--- config.mk ---
export PLATFORM = sky130hd
export DESIGN_NAME = module_keypad_scan
export DESIGN_NICKNAME = d
export VERILOG_FILES = /design/src/rtl/module_keypad_scan.sv
export SDC_FILE = /design/constraint.sdc
export NUM_CORES = 1
export LEC_CHECK = 0
export ABC_AREA = 0
export CORE_MARGIN = 5
export CORE_UTILIZATION = 53
export DETAILED_ROUTE_END_ITERATION = 8
export GPL_TIMING_DRIVEN = 0
export PLACE_DENSITY = 0.75
export SYNTH_ARGS = -nofsm -noshare
export SYNTH_HDL_FRONTEND = slang
export SYNTH_SLANG_ARGS = --single-unit
--- constraint.sdc ---
create_clock -name clk -period 2.15 [get_ports clk]
set_input_delay 0.3225 -clock clk [delete_from_list [all_inputs] [get_ports clk]]
set_output_delay 0.3225 -clock clk [all_outputs]
set_load 0.03 [all_outputs]
--- src/rtl/module_keypad_scan.sv ---
// 4x4 matrix keypad scanner: rotates an active-low column strobe, synchronizes the rows,
// debounces press and release, and emits one key_valid strobe per accepted key.
`timescale 1ns/1ps
module module_keypad_scan #(
  parameter int SCAN_TICKS = 27_000,
  parameter int DB_TICKS   = 270_000
) (
  input  logic       clk,
  input  logic       rst_n,
  input  logic [3:0] row_in,
  output logic [3:0] col_out,
  output logic [3:0] sample,
  output logic       key_valid,
  output logic       key_held
);

  localparam int MAX_TICKS = (SCAN_TICKS > DB_TICKS) ? SCAN_TICKS : DB_TICKS;
  localparam int CW        = $clog2(MAX_TICKS + 1);
  localparam logic [CW-1:0] SCAN_LAST = CW'(SCAN_TICKS - 1);
  localparam logic [CW-1:0] DB_DONE   = CW'(DB_TICKS);

  typedef enum logic [1:0] {SCAN, DEBOUNCE, PRESSED} state_t;

  state_t        state, state_d;
  logic [3:0]    sync1, row_s;
  logic [3:0]    row_lat, row_lat_d;
  logic [1:0]    col_idx, col_idx_d;
  logic [CW-1:0] cnt, cnt_d;
  logic [3:0]    sample_d;
  logic          kv_d, kh_d;
  logic          row_ok;

  // Exactly one row pulled low; idle or multi-key rows are rejected.
  assign row_ok = (row_s != 4'hF) && (((~row_s) & ((~row_s) - 4'd1)) == 4'd0);

  always_comb col_out = ~(4'b0001 << col_idx);

  function automatic logic [3:0] key_code(input logic [3:0] row, input logic [1:0] col);
    logic [1:0] r;
    case (row)
      4'b1110: r = 2'd0;
      4'b1101: r = 2'd1;
      4'b1011: r = 2'd2;
      default: r = 2'd3;
    endcase
    case ({r, col})
      4'h0: key_code = 4'h1;
      4'h1: key_code = 4'h2;
      4'h2: key_code = 4'h3;
      4'h3: key_code = 4'hA;
      4'h4: key_code = 4'h4;
      4'h5: key_code = 4'h5;
      4'h6: key_code = 4'h6;
      4'h7: key_code = 4'hB;
      4'h8: key_code = 4'h7;
      4'h9: key_code = 4'h8;
      4'hA: key_code = 4'h9;
      4'hB: key_code = 4'hC;
      4'hC: key_code = 4'hE;
      4'hD: key_code = 4'h0;
      4'hE: key_code = 4'hF;
      default: key_code = 4'hD;
    endcase
  endfunction

  always_ff @(posedge clk or negedge rst_n) begin
    if (!rst_n) begin
      sync1     <= '1;
      row_s     <= '1;
      state     <= SCAN;
      cnt       <= '0;
      row_lat   <= '1;
      col_idx   <= '0;
      sample    <= 4'hF;
      key_valid <= 1'b0;
      key_held  <= 1'b0;
    end else begin
      sync1     <= row_in;
      row_s     <= sync1;
      state     <= state_d;
      cnt       <= cnt_d;
      row_lat   <= row_lat_d;
      col_idx   <= col_idx_d;
      sample    <= sample_d;
      key_valid <= kv_d;
      key_held  <= kh_d;
    end
  end

  always_comb begin
    state_d   = state;
    cnt_d     = cnt;
    row_lat_d = row_lat;
    col_idx_d = col_idx;
    sample_d  = sample;
    kv_d      = 1'b0;
    kh_d      = key_held;
    case (state)
      SCAN: begin
        if (cnt == SCAN_LAST) begin
          cnt_d = '0;
          if (row_ok) begin
            state_d   = DEBOUNCE;
            row_lat_d = row_s;
          end else begin
            col_idx_d = col_idx + 2'd1;
          end
        end else begin
          cnt_d = cnt + CW'(1);
        end
      end
      DEBOUNCE: begin
        if (cnt == DB_DONE) begin
          state_d  = PRESSED;
          cnt_d    = '0;
          sample_d = key_code(row_lat, col_idx);
          kv_d     = 1'b1;
          kh_d     = 1'b1;
        end else if (row_s == row_lat) begin
          cnt_d = cnt + CW'(1);
        end else begin
          state_d   = SCAN;
          cnt_d     = '0;
          col_idx_d = col_idx + 2'd1;
        end
      end
      PRESSED: begin
        // Only an all-high row counts toward release; a second key in this column just restarts it.
        if (cnt == DB_DONE) begin
          state_d   = SCAN;
          cnt_d     = '0;
          sample_d  = 4'hF;
          kh_d      = 1'b0;
          col_idx_d = col_idx + 2'd1;
        end else if (row_s == 4'hF) begin
          cnt_d = cnt + CW'(1);
        end else begin
          cnt_d = '0;
        end
      end
      default: state_d = SCAN;
    endcase
  end

endmodule
# Word level (Yosys, flattened, before mapping)
# Memories as Yosys holds them, arrays and structs flattened.
# Cells that the tools add are included.
# op_classes
add_sub_neg,3
eq_ne,18
n_shift,1
n_mux,29
bitwise,3
reduce_logical,9
# ops
cell,count
two-way mux 19 bit,5
case mux 19 bit (3 select lines),1
two-way mux 2 bit,12
"adder 19 x 1 -> 19 bit, second input constant",1
"== test 19 x 15 -> 1 bit, second input constant",1
"== test 19 bit, second input constant",1
case mux 2 bit (3 select lines),3
"== test 4 bit, second input constant",4
"!= test 2 bit, second input constant",7
two-way mux 4 bit,2
NOT 4 bit,2
case mux 4 bit (2 select lines),1
AND reduction 3 bit,2
AND reduction 6 bit,1
bitwise AND 4 bit,1
== test 4 bit,1
zero test 4 bit,1
two-way mux 1 bit,4
"!= test 4 bit, second input constant",1
AND reduction 4 bit,1
"<< shifter 1 x 2 -> 4 bit, first input constant",1
"subtractor 4 x 1 -> 4 bit, second input constant",1
"!= test 3 bit, second input constant",1
nonzero test 3 bit,1
other kinds (7),7
# word_totals
regBits,41
romBits,64
inputBits,6
out_inout_bits,10
wordCells,73
memories,1
# memory_table
memory,words,word_bits,read_ports,rd_clocked_by_memory_dff,wr,line,text
(name not given),16,4,1,0,0,46,"case ({r, col})"

# Depth between registers and ports, before layout
# Gate-level depths: netlist (run 1).
# logic_depth
word_depth,8
depth_mapped,8
depth_no_buf,7

# Worst setup path before layout (run 1)
# Ideal clock, no wire load.
# synth_timing
kind,reg-to-reg
from,register cnt[0]
to,register col_idx[1]
setup_time_ns,0.128
t_arrival_ns,2.019
t_required_ns,2.022
path_slack_ns,0.003
stages_incl_launch_ff,8
n_path_buf,0
synth_period_minus_slack_ns,2.147
cell_sequence,dfrtp_1 -> inv_1 -> ha_1 -> or4b_4 -> nor4_2 -> nor3b_2 -> nand4b_1 -> mux2_1
# synth_between
elab_chain_cells,3
elab_cells_between_ends,6
classes_between,5 x eq/ne; 1 x reduce/logical
# synth_rtl
item,line,text
"start, declared",28,"logic [CW-1:0] cnt, cnt_d;"
"start signal, assigned",81,cnt <= cnt_d;
== test 19 bit / == test 19 x 15 -> 1 bit (equally long branches),"113, 129, 100",
!= test 2 bit (no line),n/a,
AND reduction 6 bit (no line) (*),n/a,
"end signal, assigned",83,col_idx <= col_idx_d;
"end, declared",27,"logic [1:0] col_idx, col_idx_d;"
# Mark *: on every way between the ends. The rest lies on a longest branch, timed or not.
# A chain may end at the register's enable or synchronous reset.

# Final worst setup path (run 1)
# layout_timing
from,register cnt[0]
to,register state[1]
# layout_between
elab_chain_cells,3
elab_cells_between_ends,8
classes_between,5 x eq/ne; 2 x mux; 1 x reduce/logical
# layout_rtl
item,line,text
== test 19 bit / == test 19 x 15 -> 1 bit (equally long branches),"113, 129, 100",
!= test 3 bit (no line) (tied with other cells),n/a,
AND reduction 4 bit (no line) / case mux 2 bit (3 select lines) (equally long branches),n/a,
"end signal, assigned",80,state <= state_d;
"end, declared",24,"state_t state, state_d;"
# Parallel ways exist; a longest one is shown, timed or not.

==> results of run 1 <==
-- metal layers --
metal / GRT usage, % / up-vias
li1: - / 1035
met1: 26.5 / 1054
met2: 28.2 / 90
met3: 3.97 / 12
met4: 5.94 / 0
met5: 0 / -
-- worst max-delay path, cell delays in order, from the launching register on --
cell and delay, ns:
sky130_fd_sc_hd__dfrtp_1 0.42, sky130_fd_sc_hd__inv_1 0.07, sky130_fd_sc_hd__ha_2 0.19, sky130_fd_sc_hd__or4b_4 0.49, sky130_fd_sc_hd__nor4_4 0.18, sky130_fd_sc_hd__nor2b_1 0.21, sky130_fd_sc_hd__buf_4 0.18, sky130_fd_sc_hd__o22ai_2 0.07
sky130_fd_sc_hd__mux2_4 0.31
-- worst paths after layout --
check | startpoint | cells past startpoint | slack, ns | to
max | cnt[0]$_DFFE_PN0P_ | 8 | -0.06 | state[1]$_DFFE_PN0P_
min | sync1[2]$_DFF_PN1_ | 0 | 0.36 | row_s[2]$_DFF_PN1_
max reg2reg | cnt[0]$_DFFE_PN0P_ | 8 | -0.06 | state[1]$_DFFE_PN0P_
min reg2reg | sync1[2]$_DFF_PN1_ | 0 | 0.36 | row_s[2]$_DFF_PN1_
max in group asynchronous | rst_n | 3 | 1.12 | sync1[2]$_DFF_PN1_
min in group asynchronous | rst_n | 2 | 0.49 | cnt[10]$_DFFE_PN0P_
-- cells in the final DEF, fill, tap and decap left out, types with 3 or more instances in the layout --
master | synthesis | routed
sky130_fd_sc_hd__dfstp_2 | 16 | 16
sky130_fd_sc_hd__clkbuf_1 | 7 | 4
sky130_fd_sc_hd__ha_1 | 12 | 10
sky130_fd_sc_hd__o311ai_0 | 5 | 5
sky130_fd_sc_hd__a21oi_1 | 9 | 9
sky130_fd_sc_hd__buf_4 | 1 | 11
sky130_fd_sc_hd__nand3_1 | 10 | 9
sky130_fd_sc_hd__o21ai_0 | 12 | 12
sky130_fd_sc_hd__and2_1 | 3 | 3
sky130_fd_sc_hd__a31oi_1 | 3 | 3
sky130_fd_sc_hd__nand4b_1 | 3 | 3
sky130_fd_sc_hd__dfrtp_1 | 25 | 24
sky130_fd_sc_hd__clkbuf_8 | 0 | 5
sky130_fd_sc_hd__buf_6 | 1 | 3
sky130_fd_sc_hd__mux2_2 | 4 | 4
sky130_fd_sc_hd__nand4_1 | 11 | 11
sky130_fd_sc_hd__clkdlybuf4s50_1 | 0 | 10
sky130_fd_sc_hd__nand2_1 | 33 | 33
sky130_fd_sc_hd__nor2_1 | 8 | 7
sky130_fd_sc_hd__mux2i_1 | 6 | 6
sky130_fd_sc_hd__or4_1 | 3 | 3
sky130_fd_sc_hd__o311ai_2 | 1 | 3
sky130_fd_sc_hd__xor2_1 | 5 | 5
sky130_fd_sc_hd__inv_1 | 17 | 17
sky130_fd_sc_hd__or3_1 | 5 | 4
sky130_fd_sc_hd__and3_1 | 4 | 4
-- cells by family after synthesis --
| family | after synthesis | synth area share, % |
|---|---|---|
| XOR/XNOR | 8 | 2.79 |
| flip-flops | 41 | 41.7 |
| AO/OA/AOI/OAI | 55 | 15.3 |
| AND/OR/NAND/NOR | 104 | 24.0 |
| multiplexers | 13 | 5.54 |
| adder cells (fa/ha/maj) | 12 | 5.99 |
| buffers and inverters | 28 | 4.74 |
-- what timing repair did --
| action | 4_1_cts | 5_1_grt |
|---|---|---|
| pin swaps | 1 | 3 |
| cloned | 0 | 1 |
| gates resized for setup | 12 | 24 |
| endpoints found under the hold margin | 12 | 0 |
| hold buffers | 1 | 0 |
| setup buffers | 5 | 8 |
| setup endpoints to repair | 18 | 26 |
-- layout make-up --
class                           instances  area [um^2]
Tap cell                               54         67.6
Buffer                                 10         63.8
Clock buffer                            5         68.8
Inverter                               17         63.8
Fill cell                             345         1540
Timing Repair Buffer                   30          308
Clock inverter                          3         45.0
Multi-Input combinational cell        192         1460
Sequential cell                        41         1050
-- through the flow --
stage                     hold WS (ns)  total power, mW  setup TNS, ns  utilization (%)  cell area (um^2)
final                            0.358             1.47         -0.113             67.1              3130
after global routing             0.368             1.53          -1.32             67.1              3130
after CTS                        0.360             1.49        -0.0186             63.2              2940
after detailed placement         0.290            0.848          -1.17             59.0              2750
after global placement           0.346            0.842          -8.30             58.5              2730
after floorplan                 0.0269            0.816              0                -              2510
-- registers in the layout, indices dropped and copies added, names as in the netlist, 2 cells and up --
name     count
cnt         19
row_s        4
state        2
col_idx      2
sync1        4
sample       4
row_lat      4
-- power breakdown --
part | internal [mW] | switching (mW)
registers | 0.785 | 0.00753
clock network | 0.348 | 0.287
logic | 0.0211 | 0.0218
total | 1.15 | 0.317
==> metrics list, run 1 <==
- The run finished, with violations left.
- Violated checks: setup timing
- Of the post-synthesis cell area, the dominant cell type holds 25.0%.
- Share of cells above drive strength 1: 25.8%
- Dividing the detail-routed wire length by the instance count gives 16.5 um.
* Number of antenna violations at the first check in global routing: 0
* Count of routing violations after the opening detailed-route iteration: 272
* Number of buffers created by CTS: 5
- For this design the ratio of total power to cell area is 471 mW/mm^2.
* Met3 Routed Length: 361 um
* Placeable core region: 0.00466 mm^2
- Clk pin slew, worst setup/hold paths: 0.08 ns
* GRT Total Usage: 18.6%
- At the end of routability-driven placement, the weighted congestion stood at 0.886.
- Via-to-Cell Ratio: 6.22
- Setup violations remaining at the end of the flow were counted as 2.
- The number of placed instances, taps included, is 331.
- When the netlist entered floorplanning its net count stood at 279.
* Cell with the most instances after synthesis: sky130_fd_sc_hd__nand2_1
* Min setup slack post-route: -0.0623 ns
- Die X-Extent: 78.8 um
- The highest layer touched by signal routing is met4.
- Ys flop type: sky130_fd_sc_hd__dfrtp_1
- Pins over their slew limit: 0
- Share of the cycle needed by the critical path after routing: 103%
- Final global-route overflow total: 0
- Row generation in the floorplan step produced 25 rows.
* Final hold violation count: 0
- Detailed placement ended at an HPWL of 3.76 mm.
* Synth cell types: 60
- The first global-routing pass estimated 9.32 mm of wire.
- Buffers from clock root to sink, at most: 2
- The path class of the tightest hold or removal check is register to register.
* Vertical die dimension: 78.8 um
- STA classifies the critical path endpoint as a register.
- The number of global-route vias before repair came to 1953.
- Number of antenna cells inserted: 0
- TritonCTS clock tree: yes
- In this run, synthesis produced a sequential element count of 41.
- The synthesized design contains 0 enable-type register cells.
- Number of top-level design ports: 16
- Arrival @ worst endpoint: 2.40 ns
- Top cells by area in the synthesized netlist: sky130_fd_sc_hd__dfrtp_1, sky130_fd_sc_hd__dfstp_2, sky130_fd_sc_hd__ha_1, sky130_fd_sc_hd__nand2_1, sky130_fd_sc_hd__nand4_1
- For this run, the number of Yosys warnings is 0.
* Max IR drop VDD: 384 uV
- Clock tree synthesis found a total of 41 sinks.
- Max FO, Critical Path: 5
* Via count of the routed design: 2191
* Synthesized instance count: 261
- Die footprint: 0.00621 mm^2
- For this run, design rule violations remaining after detail routing come to 0.
* Fmax achieved: 0.452 GHz
- Number of max-capacitance violations reported: 0
- The initial utilization of the core area, before any placement, comes to 53.8%.
- Once detail routing completed, the nets flagged for antenna violations numbered 0.
- Root buf cell: sky130_fd_sc_hd__clkbuf_8
- During placement, the flow inserted port buffers numbering 15.
- Counting flops with an async set or reset pin after synthesis yields a share of 100%.
- Leakage power of the design: 1.29 nW
- In the synthesized netlist, the cells that appear most often are sky130_fd_sc_hd__nand2_1, sky130_fd_sc_hd__dfrtp_1, sky130_fd_sc_hd__inv_1.
- After synthesis, flip-flops and latches occupy 41.7% of the total area.
- Compared with the post-synthesis result, the final layout area differs by 24.7%.
- Cell area after technology mapping: 0.00251 mm^2
- The worst setup path is of the register to register kind.
- STA puts the critical path data required time at 2.34 ns.
* Post-detailed-routing wire length: 5.81 mm
- The first detailed-routing pass took 6 iterations.
- Worst-skew pair later-pin latency: 0.30 ns
- Subtracting the final worst setup slack from the clock period gives 2.21 ns.
* Cell type with the largest total area after synthesis: sky130_fd_sc_hd__dfrtp_1
* Post-route non-filler standard cell count: 352
- Maximum level of the CTS H-tree: 2
* Unrepaired setup endpoints after global routing: yes
- For the pin with the worst max-slew slack, the measured transition is 0.589 ns.
* Pin count of the biggest net entering global routing: 25
- Synthesized area per cell: 9.61 um^2
* Setup clock skew after layout: 0.00666 ns
- Rel. slew slack: 60.4%
* Routed met2 length: 2.74 mm
* Worst setup SP type: register
* Net count reported at finish: 315
* DP Worst Slack: -0.281 ns
- The detailed router put a total of 2.63 mm of wire on met1.
No activity file was read; power rests on OpenSTA's default activity.
==> run 2, diff against run 1 <==
- CORE_UTILIZATION: 53 -> 55
- CTS_BUF_LIST: unset -> sky130_fd_sc_hd__clkbuf_4 sky130_fd_sc_hd__clkbuf_8
- DONT_BUFFER_PORTS: unset -> 1
- PLACE_DENSITY: 0.75 -> 0.78
==> metrics list, run 2 (same netlist as run 1, synthesis figures left out) <==
- Run status: complete, but fails checks
- The final reports fail on setup timing.
* Number of DRC violations after detailed routing: 0 (unchanged)
- The final-report max-slew violation count came to 0 (unchanged).
- Setup slack, reg-to-reg: -0.08 ns (-0.02 ns)
* Final global-route overflow total: 0 (unchanged)
- The total leakage power came to 1.22 nW (-5.5%).
- The floorplan die area was 0.00601 mm^2 (-3.2%).
* Std-Cell Rows: 24 (-4.0%)
* GRT Total Usage: 19.4% (+0.80 points)
- The longest individual stage delay on the worst path came to 0.51 ns (+0.02 ns).
- The die boundary width is 77.5 um (-1.6%).
- Setup repair after global routing could not meet its margin everywhere.
- The portion of the clock cycle consumed by the worst path in the final layout came to 104% (+0.93 points).
* Number of buffers created by CTS: 5 (unchanged)
- The largest net degree at the start of global routing is 42 (+68%).
- Crit Path Category: register to register
* Required time reported for the critical path endpoint: 2.34 ns (about the same)
* Via count of the routed design: 2164 (-1.2%)
* Placeable core region: 0.00438 mm^2 (-5.9%)
- Commonest non-fill, non-tap cell in the layout: sky130_fd_sc_hd__nand2_1
- The CTS clock-pin slew for the worst setup and hold paths is 0.09 ns (about the same).
* Setup crit end: col_idx[1]$_DFFE_PN0P_
- First-pass GRT wire length: 9.68 mm (+3.9%)
- Cell chain of the critical path: or3b_2 > nor4_4 > nor3b_4 > nand4b_1 > mux2_4
- Post-DP HPWL: 3.74 mm (-0.57%)
* Number of antenna violations at the first check in global routing: 0 (unchanged)
- The buffering stage count on the worst path with inverters included came to 0 (-2).
- Worst setup SP type: register
* Synthesis-to-finish area growth: 17.4%
- Worst-skew pair later-pin latency: 0.29 ns (about the same)
- Root buf cell: sky130_fd_sc_hd__clkbuf_8
- Arrival @ worst endpoint: 2.42 ns (+0.02 ns)
- Largest Register: cnt
- Setup_tns: -0.0910 ns (+0.0215 ns)
- The count of buffers inserted at the top-level ports was 0 (-15).
* First-pass iteration count of the detailed router: 4 (-2)
* Setup clock skew after layout: 0.00741 ns (+0.000751 ns)
- The via density per instance came to 6.42 (+3.2%).
* Setup violations, final: 2 (unchanged)
* Total stage count of the critical path: 5 (-3)
- The number of placed cells counting well taps came to 313 (-5.4%).
* Vertical die dimension: 77.5 um (-1.6%)
- Max FO, Critical Path: 9 (+4)
- Post-detailed-routing wire length: 5.93 mm (+2.0%)
- The slew at the pin closest to its max-slew limit is 0.637 ns (+0.0482 ns).
- Cell family with the largest share of critical-path delay: simple AND/OR/NAND/NOR gates
- The number of ports placed on the die boundary is 16 (unchanged).
- Post-route non-filler standard cell count: 337 (-4.3%)
* CP Capture Type: register
- The maximum clock rate is 0.448 GHz (-0.90%).
- In the layout the commonest cells are sky130_fd_sc_hd__nand2_1, sky130_fd_sc_hd__dfrtp_1, sky130_fd_sc_hd__inv_1, sky130_fd_sc_hd__dfstp_2.
* Largest register FFs: 19 (unchanged)
- The initial core utilization is 57.2% (+3.4 points).
- The endpoint identified for the worst register-to-register timing path is col_idx[1]$_DFFE_PN0P_.
- Number of max-capacitance violations reported: 0 (unchanged)
- Maximum level of the CTS H-tree: 2 (unchanged)
* Count of routing violations after the opening detailed-route iteration: 121 (-56%)
- Final hold violation count: 0 (unchanged)
- The average routed wire per standard cell came to 17.6 um (+6.6%).
* Min setup slack post-route: -0.0823 ns (-0.0200 ns)
- The buffer depth of the longest clock path was 2 (unchanged).
- Rel. slew slack: 57.2% (-3.2 points)
- The net count reported at finish was 302 (-4.1%).
- The count of clock tree sinks came to 41 (unchanged).
- The global placement routability congestion is 0.830 (-6.3%).
- The post-route minimum period was 2.23 ns (+0.0200 ns).
* Origin of the worst min-delay path: sync1[2]$_DFF_PN1_
- Max IR drop VDD: 484 uV (+26%)
- Share of cells above drive strength 1: 27.0% (+1.2 points)
- The startpoint identified for the worst register-to-register timing path is cnt[14]$_DFFE_PN0P_.
- TritonCTS clock tree: yes
- Via count of the first global-routing pass: 2014 (+3.1%)
- Path class of the lowest-slack min-delay path: register to register
- Worst reg2reg path depth: 5 (-3)
- Final ANT Viol Nets: 0 (unchanged)
- Power density cells: 498 mW/mm^2 (+5.8%)
- Slowest stage cell, crit path: sky130_fd_sc_hd__or3b_2
* Number of antenna cells inserted: 0 (unchanged)
- The critical path starts at cnt[14]$_DFFE_PN0P_.
[run 2: per-layer routing]
layer | wire length, um | GRT usage (%) | part of all wire, % | up-vias
li1 | - | - | - | 1003
met1 | 2670 | 26.6 | 45 | 1088
met2 | 2880 | 30.0 | 49 | 58
met3 | 253 | 4.28 | 4.3 | 15
met4 | 129 | 7.39 | 2.2 | 0
met5 | 0 | 0 | 0 | -
[run 2: worst min path at each step]
stage,endpoint,cells after the start
2_1_floorplan,cnt[0]$_DFFE_PN0P_,0
3_3_place_gp,cnt[10]$_DFFE_PN0P_,0
3_5_place_dp,cnt[13]$_DFFE_PN0P_,0
4_1_cts,sync1[1]$_DFF_PN1_,0
5_1_grt,row_s[2]$_DFF_PN1_,0
6_report,row_s[2]$_DFF_PN1_,0
[run 2: where the power goes]
group,internal (mW),total (mW),leakage (nW),switching (mW)
Combinational,0.0170,0.0384,0.658,0.0214
Clock,0.349,0.635,0.0587,0.286
Sequential,0.785,0.793,0.500,0.00753
[run 2: area by class of cell]
type,count,area (um^2)
Inverter,17,63.8
Sequential cell,41,1050
Fill cell,319,1440
Tap cell,52,65.1
Timing Repair Buffer,17,153
Clock buffer,5,68.8
Clock inverter,3,45.0
Multi-Input combinational cell,192,1440
Buffer,10,60.1
[run 2: timing repair]
action | CTS | global route
setup endpoints to repair | 23 | 26
hold buffers | 2 | 4
buffers inserted | 4 | 7
pin swaps | 1 | 2
hold endpoints to repair | 41 | 4
resized for setup | 13 | 19
[run 2: worst reg2reg max path, delay by kind of cell (launching register included)]
family           cells  cell delay (ns)
and+or+nand+nor      4             1.31
muxes                1             0.32
DFF                  1             0.49
[run 2: per-stage QoR]
| step | cell area, um^2 | total power [mW] | setup slack (ns) | utilization, % | hold slack (ns) |
|---|---|---|---|---|---|
| 2_1_floorplan | 2510 | 0.816 | 0.00335 | - | 0.0269 |
| 3_3_place_gp | 2570 | 0.818 | -0.265 | 58.7 | 0.0291 |
| 3_5_place_dp | 2570 | 0.818 | -0.321 | 58.7 | 0.0290 |
| 4_1_cts | 2790 | 1.47 | -0.00922 | 63.7 | 0.0128 |
| 5_1_grt | 2940 | 1.51 | -0.149 | 67.1 | 0.362 |
| 6_report | 2940 | 1.47 | -0.0823 | 67.1 | 0.359 |
==> run 3, diff against run 2 <==
- CORE_MARGIN: 5 -> unset
- HOLD_SLACK_MARGIN: unset -> 0.02
==> metrics list, run 3 (same netlist as run 1, synthesis figures left out) <==
* Maximum level of the CTS H-tree: 2 (unchanged)
* Final worst hold slack: 0.360 ns (+0.00139 ns)
* Net count reported at finish: 296 (-2.0%)
- The slowest stage of the critical path belongs to the cell sky130_fd_sc_hd__or3b_2.
- The number of inserted filler cells in the final layout came to 331 (+3.8%).
- Net switching fraction of the power: 21.5% (-0.045 points)
* Cell family with the largest share of critical-path delay: simple AND/OR/NAND/NOR gates
- Count of routing violations after the opening detailed-route iteration: 117 (-3.3%)
* Met3 Routed Length: 235 um (-7.1%)
- The least setup slack across all paths after layout is -0.0261 ns (+0.0562 ns).
- The buffer depth of the longest clock path is 2 (unchanged).
- Maximum cell stage delay along the critical path: 0.52 ns (about the same)
* Routed met2 length: 2.89 mm (+0.38%)
* Violated checks: setup timing
* Post-detailed-routing wire length: 5.82 mm (-1.9%)
- The worst vdd rail ir drop was 384 uV (-21%).
- The critical path required time is 2.34 ns (about the same).
- Area after DPL: 0.00257 mm^2 (unchanged)
- The run finished, with violations left.
* P_int: 1.15 mW (about the same)
* Commonest non-fill, non-tap cell in the layout: sky130_fd_sc_hd__nand2_1
* Number of max-capacitance violations reported: 0 (unchanged)
* Vertical die dimension: 69.5 um (-10%)
- The final core area utilization is 66.8% (-0.34 points).
- The setup slack after placement is -0.288 ns (+0.0327 ns).
* Final ANT Viol Nets: 0 (unchanged)
- The finished layout cell area is 0.00291 mm^2 (-1.2%).
* CP Capture Type: register
* Post-route non-filler standard cell count: 331 (-1.8%)
* Setup clock skew after layout: 0.00707 ns (-0.000345 ns)
* Setup_tns: -0.0279 ns (+0.0632 ns)
- Part of the total power dissipated in the clock network: 43.2% (about the same)
- Placeable core region: 0.00435 mm^2 (-0.68%)
- Number of buffers created by CTS: 5 (unchanged)
- Power density cells: 504 mW/mm^2 (+1.1%)
* Detail-routed net length per standard cell: 17.6 um (about the same)
- The number of placed cells counting well taps is 313 (unchanged).
- The final HPWL from detailed placement was 3.80 mm (+1.4%).
* Overall power: 1.47 mW (about the same)
* TritonCTS clock tree: yes
- PortBufs: 0 (unchanged)
- The floorplan die area is 0.00483 mm^2 (-20%).
- First-pass iteration count of the detailed router: 5 (+1)
- GRT Total Usage: 24.7% (+5.3 points)
- Number of DRC violations after detailed routing: 0 (unchanged)
- Part of the power in combinational logic: 2.7% (about the same)
- The register with the most flip-flops in the final layout is cnt.
- The slew at the pin closest to its max-slew limit came to 0.630 ns (-0.00692 ns).
- The initial core utilization was 57.6% (+0.39 points).
- The largest net degree at the start of global routing is 42 (unchanged).
- Setup violations, final: 2 (unchanged)
* Max FO, Critical Path: 10 (+1)
- Std-Cell Rows: 24 (unchanged)
* Path class of the lowest-slack min-delay path: register to register
- By startpoint and endpoint, the worst setup path is classified as register to register.
- Fmax achieved: 0.460 GHz (+2.6%)
- First-pass GRT wire length: 9.53 mm (-1.6%)
* Share of cells above drive strength 1: 26.5% (-0.49 points)
* Via count of the first global-routing pass: 2044 (+1.5%)
- The number of ports placed on the die boundary is 16 (unchanged).
- Via-to-Cell Ratio: 6.48 (+0.97%)
- FF+latch area: 0.00105 mm^2 (+0.36%)
* Unrepaired setup endpoints after global routing: yes
* Arrival @ worst endpoint: 2.36 ns (-0.06 ns)
- Via count of the routed design: 2146 (-0.83%)
- Clock tree synthesis selected as its root buffer the cell sky130_fd_sc_hd__clkbuf_8.
- Pins over their slew limit: 0 (unchanged)
- In this run the top signal layer used is met4.
* Number of antenna cells inserted: 0 (unchanged)
- Traced cell by cell, the critical path runs through or3b_2 > nor4_4 > nor3b_4 > nand4b_1 > mux2_4.
- From synthesis to final layout, the design area changed by 16.0%.
- The flip-flop count of the largest register, all copies and words added was 19 (unchanged).
* Area taken by multi-input logic gates: 0.00144 mm^2 (+0.17%)
- The overall overflow remaining after global route is 0 (unchanged).
- Share of the cycle needed by the critical path after routing: 101% (-2.6 points)
* P_sw: 0.314 mW (-0.27%)
- The number of antenna violations at the first check in global routing is 0 (unchanged).
* Final hold violation count: 0 (unchanged)
- The detailed-route wire length on metal 1 came to 2.61 mm (-2.0%).
* Leakage power of the design: 1.18 nW (-2.7%)
- Minimum clock period: 2.18 ns (-0.0562 ns)
- Rel. slew slack: 57.6% (+0.47 points)
- Worst setup SP type: register
* Sequential Power Share: 54.2% (about the same)
- Most frequent cells in the layout: sky130_fd_sc_hd__nand2_1, sky130_fd_sc_hd__dfrtp_1, sky130_fd_sc_hd__dfstp_2
- Clock Sinks: 41 (unchanged)
- The buffering stage count on the worst path with inverters included came to 0 (unchanged).
- Clk pin slew, worst setup/hold paths: 0.09 ns (about the same)
* Final Wtd Congestion: 0.881 (+6.2%)
- Die X-Extent: 69.5 um (-10%)
- The latest clock arrival within the worst-skew pair is 0.30 ns (about the same).
[run 3: timing repair]
action	CTS	global route
hold buffers	6	0
pin swaps	2	2
resized for setup	10	29
endpoints found under the setup margin	18	28
buffers inserted	3	2
hold endpoints to repair	45	0
[run 3: routing by layer]
| layer | vias up | track usage (%) |
|---|---|---|
| li1 | 999 | - |
| met1 | 1076 | 33.9 |
| met2 | 63 | 38.3 |
| met3 | 8 | 4.36 |
| met4 | 0 | 10.7 |
| met5 | - | 0 |
[run 3: worst reg2reg max path, stage by stage (launching register included)]
cell	delay, ns
sky130_fd_sc_hd__dfrtp_2	0.49
sky130_fd_sc_hd__or3b_2	0.52
sky130_fd_sc_hd__nor4_4	0.33
sky130_fd_sc_hd__nor3b_4	0.24
sky130_fd_sc_hd__nand4b_1	0.18
sky130_fd_sc_hd__mux2_4	0.31
[run 3: area by class of cell]
cell class	instances	area share (%)
timing repair buffer	11	3.83
inverter	17	2.19
buffer	10	2.07
clock inverter	3	1.55
clock buffer	5	2.37
sequential	41	36.1
tap	52	2.24
multi-input combinational	192	49.6
[run 3: power by group through the flow]
| stage | clock network, mW | registers [mW] | logic, mW |
|---|---|---|---|
| CTS | 0.649 | 0.794 | 0.0395 |
| finish | 0.633 | 0.793 | 0.0391 |
| detailed placement | 0 | 0.808 | 0.0117 |
| global placement | 0 | 0.807 | 0.0112 |
| floorplan | 0 | 0.805 | 0.0105 |
| global route | 0.672 | 0.795 | 0.0447 |
[run 3: worst paths after layout]
| path | from | slack [ns] | end | depth (start not counted) |
|---|---|---|---|---|
| min | sync1[0]$_DFF_PN1_ | 0.36 | row_s[0]$_DFF_PN1_ | 0 |
| min reg2reg | sync1[0]$_DFF_PN1_ | 0.36 | row_s[0]$_DFF_PN1_ | 0 |
| max reg2reg | cnt[13]$_DFFE_PN0P_ | -0.03 | col_idx[1]$_DFFE_PN0P_ | 5 |
| min in group asynchronous | rst_n | 0.47 | key_held$_DFFE_PN0P_ | 2 |
| max | cnt[13]$_DFFE_PN0P_ | -0.03 | col_idx[1]$_DFFE_PN0P_ | 5 |
| max in group asynchronous | rst_n | 1.40 | row_s[1]$_DFF_PN1_ | 2 |
